[src/rtl/alu_pipe.sv]
// Pipelined 6502-style ALU: N/Z/C/V flags with per-op write mask and optional BCD add/sub.
// Latency LATENCY (1 or 2) cycles, one op per cycle; results hold while out_ready is low.
module alu_pipe #(
    parameter int WIDTH      = 8,
    parameter int LATENCY    = 1,
    parameter int DECIMAL_EN = 0
) (
    input  logic             clk,
    input  logic             reset,
    input  logic             flush,
    input  logic             in_valid,
    output logic             in_ready,
    input  logic [3:0]       op,
    input  logic [WIDTH-1:0] operand1,
    input  logic [WIDTH-1:0] operand2,
    input  logic             in_c,
    input  logic             in_v,
    input  logic             in_d,
    output logic             out_valid,
    input  logic             out_ready,
    output logic [WIDTH-1:0] result,
    output logic             flag_n,
    output logic             flag_z,
    output logic             flag_c,
    output logic             flag_v,
    output logic [3:0]       flag_we
);
    localparam int NIB = WIDTH / 4;

    localparam logic [3:0] OP_ADD = 4'd0,  OP_SUB = 4'd1,  OP_AND = 4'd2,  OP_OR  = 4'd3,
                           OP_XOR = 4'd4,  OP_INC = 4'd5,  OP_DEC = 4'd6,  OP_SHR = 4'd7,
                           OP_SHL = 4'd8,  OP_RTR = 4'd9,  OP_RTL = 4'd10, OP_CMP = 4'd11,
                           OP_LD  = 4'd12, OP_BIT = 4'd13;

    typedef struct packed {
        logic [WIDTH-1:0] r;
        logic             n;
        logic             z;
        logic             c;
        logic             v;
        logic [3:0]       we;
    } res_t;

    res_t             res_d;
    res_t             out_res;
    logic [WIDTH:0]   add_s;
    logic [WIDTH:0]   sub_s;
    logic [WIDTH:0]   cmp_s;
    logic [WIDTH-1:0] dec_r;
    logic             dec_c;
    logic             dec_sub;
    logic             dec_en;
    logic [5:0]       nib_t;

    assign add_s   = {1'b0, operand1} + {1'b0, operand2} + {{WIDTH{1'b0}}, in_c};
    assign sub_s   = {1'b0, operand1} + {1'b0, ~operand2} + {{WIDTH{1'b0}}, in_c};
    assign cmp_s   = {1'b0, operand1} + {1'b0, ~operand2} + {{WIDTH{1'b0}}, 1'b1};
    assign dec_sub = (op == OP_SUB);
    assign dec_en  = (DECIMAL_EN != 0) && in_d && (op == OP_ADD || op == OP_SUB);

    // BCD ripple: each nibble is adjusted and its decimal carry feeds the next one up
    always_comb begin
        dec_r = '0;
        dec_c = in_c;
        nib_t = '0;
        for (int i = 0; i < NIB; i++) begin
            if (dec_sub) begin
                nib_t = {2'b00, operand1[4*i +: 4]} + {2'b00, ~operand2[4*i +: 4]} + {5'b0, dec_c};
                dec_c = nib_t[4];
                dec_r[4*i +: 4] = dec_c ? nib_t[3:0] : nib_t[3:0] - 4'd6;
            end else begin
                nib_t = {2'b00, operand1[4*i +: 4]} + {2'b00, operand2[4*i +: 4]} + {5'b0, dec_c};
                if (nib_t > 6'd9) begin
                    nib_t = nib_t + 6'd6;
                end
                dec_c = (nib_t > 6'd15);
                dec_r[4*i +: 4] = nib_t[3:0];
            end
        end
    end

    always_comb begin
        res_d    = '0;
        res_d.c  = in_c;
        res_d.v  = in_v;
        res_d.we = 4'b0000;
        case (op)
            OP_ADD: begin
                res_d.r  = add_s[WIDTH-1:0];
                res_d.c  = add_s[WIDTH];
                res_d.v  = (operand1[WIDTH-1] == operand2[WIDTH-1]) && (add_s[WIDTH-1] != operand1[WIDTH-1]);
                res_d.we = 4'b1111;
            end
            OP_SUB: begin
                res_d.r  = sub_s[WIDTH-1:0];
                res_d.c  = sub_s[WIDTH];
                res_d.v  = (operand1[WIDTH-1] != operand2[WIDTH-1]) && (sub_s[WIDTH-1] != operand1[WIDTH-1]);
                res_d.we = 4'b1111;
            end
            OP_CMP: begin
                res_d.r  = cmp_s[WIDTH-1:0];
                res_d.c  = cmp_s[WIDTH];
                res_d.we = 4'b1110;
            end
            OP_AND: begin res_d.r = operand1 & operand2;  res_d.we = 4'b1100; end
            OP_OR:  begin res_d.r = operand1 | operand2;  res_d.we = 4'b1100; end
            OP_XOR: begin res_d.r = operand1 ^ operand2;  res_d.we = 4'b1100; end
            OP_INC: begin res_d.r = operand1 + 1'b1;      res_d.we = 4'b1100; end
            OP_DEC: begin res_d.r = operand1 - 1'b1;      res_d.we = 4'b1100; end
            OP_LD:  begin res_d.r = operand1;             res_d.we = 4'b1100; end
            OP_SHR: begin
                res_d.r  = operand1 >> 1;
                res_d.c  = operand1[0];
                res_d.we = 4'b1110;
            end
            OP_SHL: begin
                res_d.r  = operand1 << 1;
                res_d.c  = operand1[WIDTH-1];
                res_d.we = 4'b1110;
            end
            OP_RTR: begin
                res_d.r  = {in_c, operand1[WIDTH-1:1]};
                res_d.c  = operand1[0];
                res_d.we = 4'b1110;
            end
            OP_RTL: begin
                res_d.r  = {operand1[WIDTH-2:0], in_c};
                res_d.c  = operand1[WIDTH-1];
                res_d.we = 4'b1110;
            end
            OP_BIT: begin
                res_d.r  = operand1 & operand2;
                res_d.v  = operand2[WIDTH-2];
                res_d.we = 4'b1101;
            end
            default: ;
        endcase
        // V stays from the binary path even in decimal mode
        if (dec_en) begin
            res_d.r = dec_r;
            res_d.c = dec_c;
        end
        res_d.n = (op == OP_BIT) ? operand2[WIDTH-1] : res_d.r[WIDTH-1];
        res_d.z = (res_d.r == '0);
    end

    generate
        if (LATENCY == 2) begin : g_lat2
            res_t s1_q, s2_q;
            logic s1_vld_q, s2_vld_q;
            logic s2_adv;

            assign s2_adv    = !s2_vld_q || out_ready;
            assign in_ready  = !s1_vld_q || s2_adv;
            assign out_valid = s2_vld_q;
            assign out_res   = s2_q;

            always_ff @(posedge clk or posedge reset) begin
                if (reset) begin
                    s1_vld_q <= 1'b0;
                    s2_vld_q <= 1'b0;
                    s1_q     <= '0;
                    s2_q     <= '0;
                end else begin
                    if (flush) begin
                        s1_vld_q <= 1'b0;
                        s2_vld_q <= 1'b0;
                    end else begin
                        if (in_ready) s1_vld_q <= in_valid;
                        if (s2_adv)   s2_vld_q <= s1_vld_q;
                    end
                    if (in_valid && in_ready) s1_q <= res_d;
                    if (s2_adv && s1_vld_q)   s2_q <= s1_q;
                end
            end
        end else begin : g_lat1
            res_t s1_q;
            logic s1_vld_q;

            assign in_ready  = !s1_vld_q || out_ready;
            assign out_valid = s1_vld_q;
            assign out_res   = s1_q;

            always_ff @(posedge clk or posedge reset) begin
                if (reset) begin
                    s1_vld_q <= 1'b0;
                    s1_q     <= '0;
                end else begin
                    if (flush) begin
                        s1_vld_q <= 1'b0;
                    end else if (in_ready) begin
                        s1_vld_q <= in_valid;
                    end
                    if (in_valid && in_ready) s1_q <= res_d;
                end
            end
        end
    endgenerate

    assign result  = out_res.r;
    assign flag_n  = out_res.n;
    assign flag_z  = out_res.z;
    assign flag_c  = out_res.c;
    assign flag_v  = out_res.v;
    assign flag_we = out_res.we;
endmodule

[config.mk]
export PLATFORM = sky130hd
export DESIGN_NAME = alu_pipe
export DESIGN_NICKNAME = d
export VERILOG_FILES = /design/src/rtl/alu_pipe.sv
export SDC_FILE = /design/constraint.sdc
export NUM_CORES = 1
export LEC_CHECK = 0
export ABC_AREA = 1
export BUFFER_PORTS_ARGS = -buffer_cell sky130_fd_sc_hd__buf_2
export CAP_MARGIN = 20
export CORE_AREA = 8 8 88 90
export DETAILED_ROUTE_END_ITERATION = 8
export DIE_AREA = 0 0 96 98
export PLACE_DENSITY_LB_ADDON = 0.2
export SYNTH_ARGS = -nofsm -noshare
export SYNTH_HDL_FRONTEND = slang
export SYNTH_SLANG_ARGS = --single-unit
[constraint.sdc]
create_clock -name clk -period 1.09 [get_ports clk]
set_input_delay 0.109 -clock clk [delete_from_list [all_inputs] [get_ports clk]]
set_output_delay 0.109 -clock clk [all_outputs]
set_load 0.005 [all_outputs]
Word-level counts from Yosys, hierarchy flattened
Cells that the tools add are included.

Flip-flop bits (word level): 17. Bits of input ports: 28. Output and inout bits: 18. Word-level logic and storage cells: 56.

Add/sub/neg operators: 7. Equal/unequal tests: 17. Muxes and demuxes: 7. Bitwise gates (word level): 4. Reduce and logical (&&, ||, !) cells: 14.

Operators by type and width (number): $pmux 8 s13 (1); $eq 4x4->1 const B (6); $add 8x8->9 (2); $add 9x1->9 (2); $eq 4x3->1 const B (4); $pmux 4 s4 (1); $add 9x1->9 const B (1); $add 8x1->8 const B (1); $and 8x8->8 (1); $eq 4x2->1 const B (2); $logic_not 8->1 (1); $not 8->8 (1); $or 8x8->8 (1); $reduce_or 2->1 (4); $sub 8x1->8 const B (1); $xor 8x8->8 (1); $reduce_or 6->1 (1); $pmux 1 s5 (1); $reduce_or 5->1 (1); $eq 4x1->1 const B (1); $logic_not 4->1 (1); $logic_and 1x1->1 (3); $mux 1 (3); $ne 1x1->1 (3); 5 further kinds (5).

Longest topological paths before layout
Gate-level depths: netlist of run 1.

Depth in word-level cells: 6. Mapped depth: 19. Gate-level depth less buffers: 19.

Least setup slack after synthesis of run 1
No wires, ideal clock.

Kind: in2reg. From: input port operand2[0]. To: register g_lat1.s1_q, in the netlist flag_n. Setup time: 116 ps. Arrival: 1880 ps. Required time: 974 ps. Setup slack: -907 ps. Cell stages on the path: 17. Buffers on the path: 0. Cells stage by stage: inv_1 > ha_1 > fa_1 > nand2_1 > nand2_1 > nor2_2 > nand2_1 > inv_1 > nand3_2 > nor2_2 > nand3_1 > nand3_1 > nand2_1 > nor2_1 > nand3_1 > nand2_1 > nand2_1.

Word-level cells in the longest chain between the ends: 5. Elaborated cells on any way between the ends: 8. Those cells by class: add/sub: 5; mux: 2; bitwise: 1.

Ends and longest elaborated chain: start, declared (RTL line 15) `input logic [WIDTH-1:0] operand2,`; $not 8->8 (RTL line 56, 57); $add 8x8->9 (RTL line 56, 57); $add 9x1->9 (on tied branches) (RTL line 57, 56); $pmux 8 s13 * (RTL line 87) `case (op)`; $mux 1 * (RTL line 143) `res_d.n = (op == OP_BIT) ? operand2[WIDTH-1] : res_d.r[WIDTH-1];`; end signal, assigned (RTL line 194) `if (in_valid && in_ready) s1_q <= res_d;`; end, declared (RTL line 177) `res_t s1_q;`.

Every way passes the cells marked *; elsewhere a longest branch is shown, timed or not. A chain may end at the register's enable or synchronous reset.

Worst setup path after layout of run 1
From: input port operand2[0]. To: register g_lat1.s1_q, in the netlist flag_z.

Word-level cells in the longest chain between the ends: 5. Elaborated cells on any way between the ends: 11. Those cells by class: add/sub: 5; mux: 1; bitwise: 4; reduce/logical: 1.

Ends and longest elaborated chain: $not 8->8 (RTL line 56, 57); $add 8x8->9 (RTL line 56, 57); $add 9x1->9 (on tied branches) (RTL line 57, 56); $pmux 8 s13 * (RTL line 87); $logic_not 8->1 * (RTL line 144) `res_d.z = (res_d.r == '0);`.

Marks and branches as above.

==> flow_summary_export.csv, run 1 <==
group,metric,value,unit
clock_tree,clk_pin_slew,0.07,ns
critical_path,crit_start,"operand2[0]",
critical_path,cp-start-kind,"input port",
timing,finalHoldViolCount,0,
global_routing,met3_usage,3.530,%
final_layout,area_growth,71.56,%
final_layout,antenna_cells,0,
routing,drc,0,
clock_tree,cts.path.max_buffers,2,
global_routing,busiest_layer,"met2",
placement,place_congestion,0.9762,
clock_tree,root_buffer,"clkbuf_8",
die,pin_count,46,
timing,fmax,465.7,MHz
global_routing,gr-usage-all-layers,27.44,%
timing,finClkSkew,0.009664,ns
placement,dpl_worst_slack,-1.292,ns
timing,timing.final.crit_period,2.147,ns
global_routing,overflow,0,
timing,max_slew.worst_pin.slew,0.3275,ns
clock_tree,cts_tree,"built",
critical_path,critPathCaptureType,"flop",
clock_tree,cts_made_buffers,3,
die,rows,30,
logic_synthesis,synthesis.nets,611,
clock_tree,h-tree-depth,1,
routing,via_per_inst,5.658,
die,die_area,9408,um^2
critical_path,crit_required,1.27,ns
logic_synthesis,synth_top_cell_area_share,23.84,%
routing,antenna_left,0,
global_routing,antenna_found_initial,0,
timing,rsz0062_at_grt,"true",
logic_synthesis,synthTopCellsByArea,"nand2_1 24%, dfrtp_1 13%, nand3_1 12%, ha_1 11%, inv_1 9.2%",
power_and_ir_drop,clkPwrFrac,14.0,%
routing,wirelength,14380,um
routing,vias,4696,
final_layout,drive_above_1_share,46.80,%
logic_synthesis,synth_area_per_cell,5.619,um^2
power_and_ir_drop,p_comb_share,66.9,%
logic_synthesis,yosysWarnings,0,
logic_synthesis,synth-seq-cells,16,
placement,numPortBuffers,44,
routing,wl_per_cell,17.33,um
logic_synthesis,synthArstFlopShare,100.0,%
timing,final.period_utilization,197.0,%
global_routing,grt_max_degree,22,
power_and_ir_drop,switchingPower,1.688,mW
die,fp.dieW,96,um
routing,drt_pre_antenna_iters,5,
global_routing,grt_util_met2,46.41,%
critical_path,crit_fanout,3,
power_and_ir_drop,p_leak,2.868,nW
global_routing,grt_use_met1,33.57,%
critical_path,path_class,"input port to flop",
logic_synthesis,synth_area,3102,um^2
routing,drt_iter0_markers,428,
timing,worst_hold_slack,0.1156,ns
timing,relSlewSlack,78.09,%
clock_tree,clock_latency,0.26,ns
min_path,hold_path_class,"input port to flop",
clock_tree,clkSinkCount,16,
placement,dpl_cell_area,4457,um^2
run_status,violations,"negative setup slack",
power_and_ir_drop,p_int,2.162,mW
die,core,6494,um^2
logic_synthesis,synth_cell_types,34,
critical_path,cp.arrival,2.33,ns
run_status,status,"complete, but fails checks",
global_routing,grt_pass1_vias,4374,
timing,fin_ws,-1.057,ns
power_and_ir_drop,p_seq_share,19.1,%
final_layout,stdcell_area,5321,um^2
logic_synthesis,yosys.area.top_type,"nand2_1",
die,dieHeight,98,um
logic_synthesis,synth_edf_count,0,
min_path,hold_start,"in_valid",
power_and_ir_drop,ir_drop,0.9785,mV
logic_synthesis,ys_seq_area_share,12.91,%
critical_path,r2r_start,"out_valid$_DFFE_PP0P_",
timing,setup_viol,12,
global_routing,grt_pass1_wl,20840,um
timing,maxSlewViolCount,0,
logic_synthesis,ys_dominant_reg_cell,"dfrtp_1",
power_and_ir_drop,power,3.850,mW
power_and_ir_drop,sw_frac_of_total,43.84,%
flow_run,maxCapViolations,0,
final_layout,layout.nets,810,
die,start_util,47.76,%
final_layout,final_util,81.95,%
placement,dpl.hpwl,10090,um
power_and_ir_drop,p_per_area,723.5,nW/um^2
logic_synthesis,syn-instance-count,552,
-- critical path, cell delays in order --
cell and delay, ns:
buf_12 0.09, inv_12 0.03, ha_4 0.15, fa_2 0.65
ha_4 0.18, inv_4 0.04, nor2_4 0.16, nand3_1 0.14
nand3_2 0.11, nand3_2 0.11, nor2_4 0.14, nand3_1 0.12
nor2_1 0.13, nand3_1 0.08, nand2_1 0.08
-- worst paths after layout --
kind,depth (start not counted),slack [ns],to
worst max-delay path,15,-1.06,flag_z$_DFFE_PP0P_
max in group asynchronous,4,0.49,result[6]$_DFFE_PP0P_
worst max register to register,9,-0.31,flag_z$_DFFE_PP0P_
worst min register to register,2,0.48,flag_we[0]$_DFFE_PP0P_
min in group asynchronous,4,0.40,out_valid$_DFFE_PP0P_
worst min-delay path,3,0.12,out_valid$_DFFE_PP0P_
-- cell usage after synthesis (all sizes together) (6+ instances only) --
cell type  count
nand3         76
nand4          8
nor2          60
nand3b         6
o21ai         25
dfrtp         16
inv           82
buf            6
ha            28
a21oi         12
nand2        209
-- state kept, by name, summed over array words and instances (netlist names) --
| name | count |
|---|---|
| result | 8 |
| flag_we | 3 |
| flag_c | 1 |
| flag_n | 1 |
| flag_v | 1 |
| flag_z | 1 |
| out_valid | 1 |
-- power by group through the flow --
stage	Sequential [mW]	Clock, mW	Combinational (mW)
after detailed placement	0.739	0	1.98
after floorplan	0.747	0	1.01
after CTS	0.730	0.534	2.28
after global placement	0.735	0	1.95
final	0.734	0.538	2.58
after global routing	0.741	0.570	2.76
-- metrics by stage --
stage / TNS, ns / cells
after floorplan: -7.640 / 552
after global placement: -12.61 / 798
after detailed placement: -13.17 / 798
after CTS: -8.031 / 825
after global routing: -10.18 / 830
final: -9.329 / 830
-- per-layer routing --
layer,up-vias,routed length (um)
li1,2149,-
met5,-,0
met1,2155,5431
met4,0,716
met2,316,6991
met3,76,1242
-- final cells by class --
type,count,area [um^2]
Clock buffer,4,55.05
Fill cell,456,1172
Timing Repair Buffer,202,1555
Multi-Input combinational cell,446,2860
Tap cell,80,100.1
Inverter,82,350.3
Sequential cell,16,400.4
-- cells by family (layout without fill, tap and decap cells) --
kind of cell	Yosys count	in the layout	synth area share, %
simple gates	364	364	52.56
buf+inv	90	288	11.66
compound gates	48	48	8.794
fa+ha+maj	31	31	13.23
flops	16	16	12.91
xor+xnor	3	3	0.8473
-- cell usage in the layout (no fill, tap or decap), types with 3 or more instances in the layout --
master      n
nand2_1   163
inv_1      58
clkbuf_8    4
nor2_1     34
ha_4        7
a41oi_1     3
nand2_2    32
nor2_2      9
inv_4       3
a21oi_1     9
nand4_1     8
buf_12      4
o21ai_2     8
nand2_4    13
ha_2        3
nor2_4     17
o21ai_0    15
inv_6       3
nand3b_1    6
buf_2      38
nand3_1    55
ha_1       18
dfrtp_1    16
fa_2        3
buf_6      19
nand3_2    19
buf_4     138
inv_2      15
-- repair_timing --
action | in CTS | in global routing
setup endpoints to repair | 12 | 14
gates resized for setup | 90 | 87
pin swaps | 54 | 38
setup buffers | 25 | 13
hold buffers | 2 | 0
hold endpoints to repair | 17 | 0
Power figures use the tool's default switching activity.
==> inputs of run 2 (changes only) <==
- MAX_ROUTING_LAYER: default -> met4
==> run 2 against run 1 <==
The run still ends with negative setup slack left. Maximum frequency grew 13%. Total power shrank 3.5%. Critical path depth shrank 1.
==> flow_summary_export.csv, run 2 (synthesis results as in run 1) <==
group,metric,value,unit
run_status,status,"complete, but fails checks",
run_status,violations,"negative setup slack",
timing,fin_ws,-0.8022,ns
final_layout,nFillCells,527,
timing,final.period_utilization,173.6,%
routing,antenna_left,0,
power_and_ir_drop,switchingPower,1.600,mW
final_layout,drive_above_1_share,44.46,%
flow_run,maxCapViolations,0,
clock_tree,cts_tree,"built",
final_layout,register_area,400.4,um^2
critical_path,cp-start-kind,"input port",
timing,finClkSkew,0.008169,ns
final_layout,antenna_cells,0,
power_and_ir_drop,p_int,2.117,mW
clock_tree,root_buffer,"clkbuf_8",
clock_tree,h-tree-depth,1,
power_and_ir_drop,sw_frac_of_total,43.04,%
routing,wirelength,13010,um
global_routing,grt_max_degree,22,
timing,relSlewSlack,72.60,%
final_layout,final_common_cell,"nand2_1",
routing,wl_per_cell,15.86,um
global_routing,antenna_found_initial,0,
power_and_ir_drop,p_seq_share,19.7,%
min_path,hold_path_class,"input port to flop",
final_layout,stdcell_area,5087,um^2
global_routing,gr-usage-all-layers,27.52,%
global_routing,grt_pass1_vias,4234,
clock_tree,cts.path.max_buffers,2,
power_and_ir_drop,p_per_area,730.5,nW/um^2
final_layout,multi_input_area,2775,um^2
timing,rsz0062_at_grt,"true",
power_and_ir_drop,p_leak,2.740,nW
power_and_ir_drop,ir_drop,0.8438,mV
power_and_ir_drop,clkPwrFrac,14.9,%
die,fp.dieW,96,um
critical_path,crit_fanout,3,
die,die_area,9408,um^2
die,core,6494,um^2
die,start_util,47.76,%
final_layout,layout_common_cells,"170 x nand2_1, 138 x buf_4, 57 x inv_1",
critical_path,crit_required,1.29,ns
placement,place_congestion,0.9920,
final_layout,layout.nets,800,
final_layout,largest_reg_flops,8,
clock_tree,clk_pin_slew,0.07,ns
final_layout,final_util,78.34,%
die,dieHeight,98,um
timing,setup_viol,12,
routing,drt_pre_antenna_iters,5,
die,pin_count,46,
clock_tree,clkSinkCount,16,
critical_path,path_class,"input port to flop",
critical_path,critPathCaptureType,"flop",
placement,dpl_cell_area,4474,um^2
timing,timing.final.crit_period,1.892,ns
placement,dpl.hpwl,10040,um
power_and_ir_drop,p_comb_share,65.4,%
routing,drt_iter0_markers,327,
timing,max_slew.worst_pin.slew,0.4090,ns
routing,via_per_inst,5.295,
timing,fmax,528.5,MHz
final_layout,area_growth,64.02,%
die,rows,30,
timing,worst_hold_slack,0.07844,ns
timing,maxSlewViolCount,0,
timing,finalHoldViolCount,0,
global_routing,grt_pass1_wl,20110,um
clock_tree,cts_made_buffers,3,
global_routing,overflow,0,
routing,drc,0,
routing,vias,4342,
clock_tree,clock_latency,0.26,ns
critical_path,cp.arrival,2.09,ns
placement,numPortBuffers,44,
## run 2: critical path, cell delays in order
cell and delay [ns]:
buf_12 0.09, inv_12 0.03, ha_4 0.15, fa_2 0.61, ha_4 0.22, nand2_2 0.05
nand4_1 0.11, nor3_2 0.17, nand2_1 0.10, nor2_1 0.14, nand3_1 0.10, nor2_1 0.09
nand3_1 0.07, nand2_1 0.05
## run 2: final timing paths
path	start	endpoint	slack, ns	cells past startpoint
max	operand2[0]	flag_z$_DFFE_PP0P_	-0.80	14
min	in_valid	out_valid$_DFFE_PP0P_	0.08	3
max reg2reg	out_valid$_DFFE_PP0P_	flag_z$_DFFE_PP0P_	-0.19	9
min reg2reg	flag_we[0]$_DFFE_PP0P_	flag_we[0]$_DFFE_PP0P_	0.48	2
max in group asynchronous	reset	result[7]$_DFFE_PP0P_	0.50	4
min in group asynchronous	reset	result[6]$_DFFE_PP0P_	0.41	4
## run 2: repair_timing
action	in CTS	in global routing
hold buffers	2	0
setup endpoints to repair	12	14
gates cloned	0	0
setup buffers	14	7
hold endpoints to repair	17	0
pin swaps	44	49
resized for setup	79	52
## run 2: per-stage QoR
stage	setup slack, ns	instances	TNS, ns	power (mW)
CTS	-0.8275	816	-7.731	3.529
detailed placement	-1.294	802	-13.25	2.743
global placement	-1.246	802	-12.77	2.702
floorplan	-0.8224	552	-7.640	1.760
global route	-0.9215	820	-9.081	3.968
finish	-0.8022	820	-7.852	3.717
## run 2: cell type report
cell class	instances	share of cell area, %
tap	80	1.968
timing repair buffer	192	27.89
clock buffer	4	1.082
multi-input combinational	446	54.55
inverter	82	6.640
sequential	16	7.870
## run 2: power by group through the flow
stage          sequential, mW  clock [mW]  combinational, mW
2_1_floorplan           0.747           0               1.01
3_3_place_gp            0.736           0               1.97
3_5_place_dp            0.741           0               2.00
4_1_cts                 0.733       0.557               2.24
5_1_grt                 0.744       0.577               2.65
6_report                0.733       0.555               2.43
## run 2: layer usage
layer | up-vias | GRT usage [%] | wire length [um]
met5 | - | - | 0
met4 | 0 | 11.24 | 603
met3 | 49 | 2.609 | 934
met2 | 175 | 45.46 | 6383
met1 | 1991 | 32.93 | 5087
li1 | 2127 | - | -
==> inputs of run 3 (changes only) <==
- clock period: 1.09 -> 2.4 ns (I/O delays scaled with it)
==> run 3 against run 2 <==
Clock power decreased by 65%. Worst setup slack improved by 0.96 ns. Design area decreased by 25%. Die area unchanged. Global-route usage decreased by 4.9 points. Via count decreased by 13%. Highest routed layer unchanged. Non-clock buffer count decreased by 103. Sequential cell count unchanged. Worst hold slack got worse by 0.018 ns. Routed wire length decreased by 20%. Clock-buffer cell count decreased by 1. The flow now finishes without violations. Cell count decreased by 13%.
==> flow_summary_export.csv, run 3 (synthesis results as in run 1) <==
group,metric,value,unit
run_status,status,"completed",
placement,place_congestion,0.9507,
clock_tree,hold_buffers,0,
routing,drt_pre_antenna_iters,5,
critical_path,crit_end,"flag_z$_DFFE_PP0P_",
die,pin_count,46,
routing,drt_iter0_markers,205,
global_routing,overflow,0,
final_layout,final_util,58.92,%
global_routing,grt_max_degree,23,
critical_path,cp-start-kind,"input port",
routing,vias,3774,
die,fp.dieW,96,um
timing,final.period_utilization,93.49,%
timing,finClkSkew,0.001380,ns
die,rows,30,
clock_tree,h-tree-depth,1,
routing,via_per_inst,5.271,
critical_path,path_class,"input port to flop",
routing,wirelength,10340,um
power_and_ir_drop,p_per_area,337.9,nW/um^2
timing,relSlewSlack,59.22,%
clock_tree,postCtsSetupRepairBufs,0,
timing,finalHoldViolCount,0,
power_and_ir_drop,p_comb_share,59.3,%
clock_tree,clkSinkCount,16,
min_path,hold_path_class,"input port to asynchronous set/reset pin",
power_and_ir_drop,sw_frac_of_total,44.23,%
global_routing,antenna_found_initial,0,
critical_path,critPathCaptureType,"flop",
power_and_ir_drop,clkPwrFrac,15.2,%
routing,antenna_left,0,
timing,max_slew.worst_pin.slew,0.6111,ns
critical_path,crit_start,"operand1[0]",
global_routing,grt_pass1_vias,3576,
critical_path,crit_required,2.58,ns
power_and_ir_drop,ir_drop,0.3740,mV
clock_tree,clk_pin_slew,0.06,ns
final_layout,layout.nets,697,
routing,drc,0,
placement,dpl.hpwl,8620,um
die,start_util,47.76,%
final_layout,area_growth,23.36,%
critical_path,crit_fanout,3,
timing,rsz0062_at_grt,"false",
power_and_ir_drop,p_seq_share,25.5,%
final_layout,antenna_cells,0,
final_layout,layoutNonFillerInstCount,716,
clock_tree,cts_tree,"built",
clock_tree,cts.path.max_buffers,2,
clock_tree,root_buffer,"clkbuf_8",
critical_path,r2r-end,"flag_z$_DFFE_PP0P_",
placement,numPortBuffers,44,
power_and_ir_drop,power,1.293,mW
flow_run,maxCapViolations,0,
placement,dpl_worst_slack,-0.1840,ns
routing,wl_per_cell,14.45,um
timing,fmax,445.7,MHz
timing,timing.final.crit_period,2.244,ns
timing,tns,0,ns
final_layout,drive_above_1_share,22.96,%
final_layout,layout_common_cells,"195 x nand2_1, 73 x inv_1, 70 x nand3_1",
clock_tree,clock_latency,0.24,ns
global_routing,gr-usage-all-layers,22.65,%
power_and_ir_drop,p_leak,2.167,nW
timing,maxSlewViolCount,0,
critical_path,r2r_start,"out_valid$_DFFE_PP0P_",
power_and_ir_drop,p_int,721.1,uW
critical_path,cp.arrival,2.43,ns
power_and_ir_drop,switchingPower,571.9,uW
clock_tree,cts_made_buffers,3,
die,core,6494,um^2
critical_path,reg2reg_slack,0.77,ns
placement,placed_cells,713,
die,die_area,9408,um^2
final_layout,final_common_cell,"nand2_1",
timing,fin_ws,0.1563,ns
global_routing,grt_pass1_wl,16820,um
final_layout,largest_reg_flops,8,
critical_path,rr_worst_depth,10,
timing,setup_viol,0,
die,dieHeight,98,um
run 3: cell count changes in the layout (fill, tap and decap cells not counted), moves of 7 or more:
| cell | delta |
|---|---|
| nand3_1 | +20 |
| buf_4 | -94 |
| inv_1 | +16 |
| nand3_2 | -18 |
| nand2_2 | -21 |
| ha_1 | +7 |
| inv_2 | -9 |
| o21ai_0 | +7 |
| buf_6 | -9 |
| nand2_1 | +25 |
run 3: power groups by stage:
stage                     combinational, mW  sequential (mW)  clock [mW]
after CTS                             0.737            0.330       0.202
after global routing                  0.854            0.334       0.210
after floorplan                       0.441            0.339           0
after global placement                0.721            0.333           0
after detailed placement              0.734            0.334           0
final                                 0.767            0.330       0.197
run 3: cell type report:
type	instances	area (um^2)
Clock buffer	3	41.29
Sequential cell	16	400.4
Fill cell	653	2668
Multi-Input combinational cell	446	2415
Tap cell	80	100.1
Timing Repair Buffer	89	561.8
Inverter	82	307.8
run 3: through the flow:
| step | hold WS, ns | instance area (um^2) |
|---|---|---|
| 6_report | 0.06087 | 3826 |
| 5_1_grt | 0.1181 | 3826 |
| 2_1_floorplan | 0.1537 | 3102 |
| 3_3_place_gp | 0.3276 | 3706 |
| 4_1_cts | 0.08698 | 3747 |
| 3_5_place_dp | 0.3499 | 3706 |
run 3: worst min-delay path by stage:
stage / start / endpoint / slack [ns] / depth (start not counted)
floorplan: reset / flag_c$_DFFE_PP0P_ / 0.15 / 1
global placement: reset / result[7]$_DFFE_PP0P_ / 0.33 / 2
detailed placement: reset / result[6]$_DFFE_PP0P_ / 0.35 / 2
CTS: reset / result[6]$_DFFE_PP0P_ / 0.09 / 2
global route: reset / result[7]$_DFFE_PP0P_ / 0.12 / 2
finish: reset / result[0]$_DFFE_PP0P_ / 0.06 / 2
run 3: routing by layer:
| layer | up-vias | track usage (%) | routed length, um |
|---|---|---|---|
| met4 | 0 | 8.166 | 373 |
| met1 | 1726 | 28.38 | 4619 |
| met3 | 24 | 2.302 | 458 |
| met2 | 105 | 36.29 | 4893 |
| met5 | - | - | 0 |
| li1 | 1919 | - | - |
run 3: timing repair:
item / CTS / global route
endpoints found under the hold margin: 0 / 0
resized for setup: 0 / 22
setup endpoints to repair: 0 / 7
run 3: worst max-delay path, cell delays in order:
cell	delay, ns
buf_2	0.13
inv_2	0.08
fa_2	0.40
inv_2	0.09
fa_2	0.43
nand2_1	0.07
nand4_1	0.10
nor3_2	0.23
buf_4	0.15
nand2_2	0.05
nor2_4	0.10
nand3_2	0.09
nor2_1	0.12
nand3_1	0.08
nand2_1	0.07
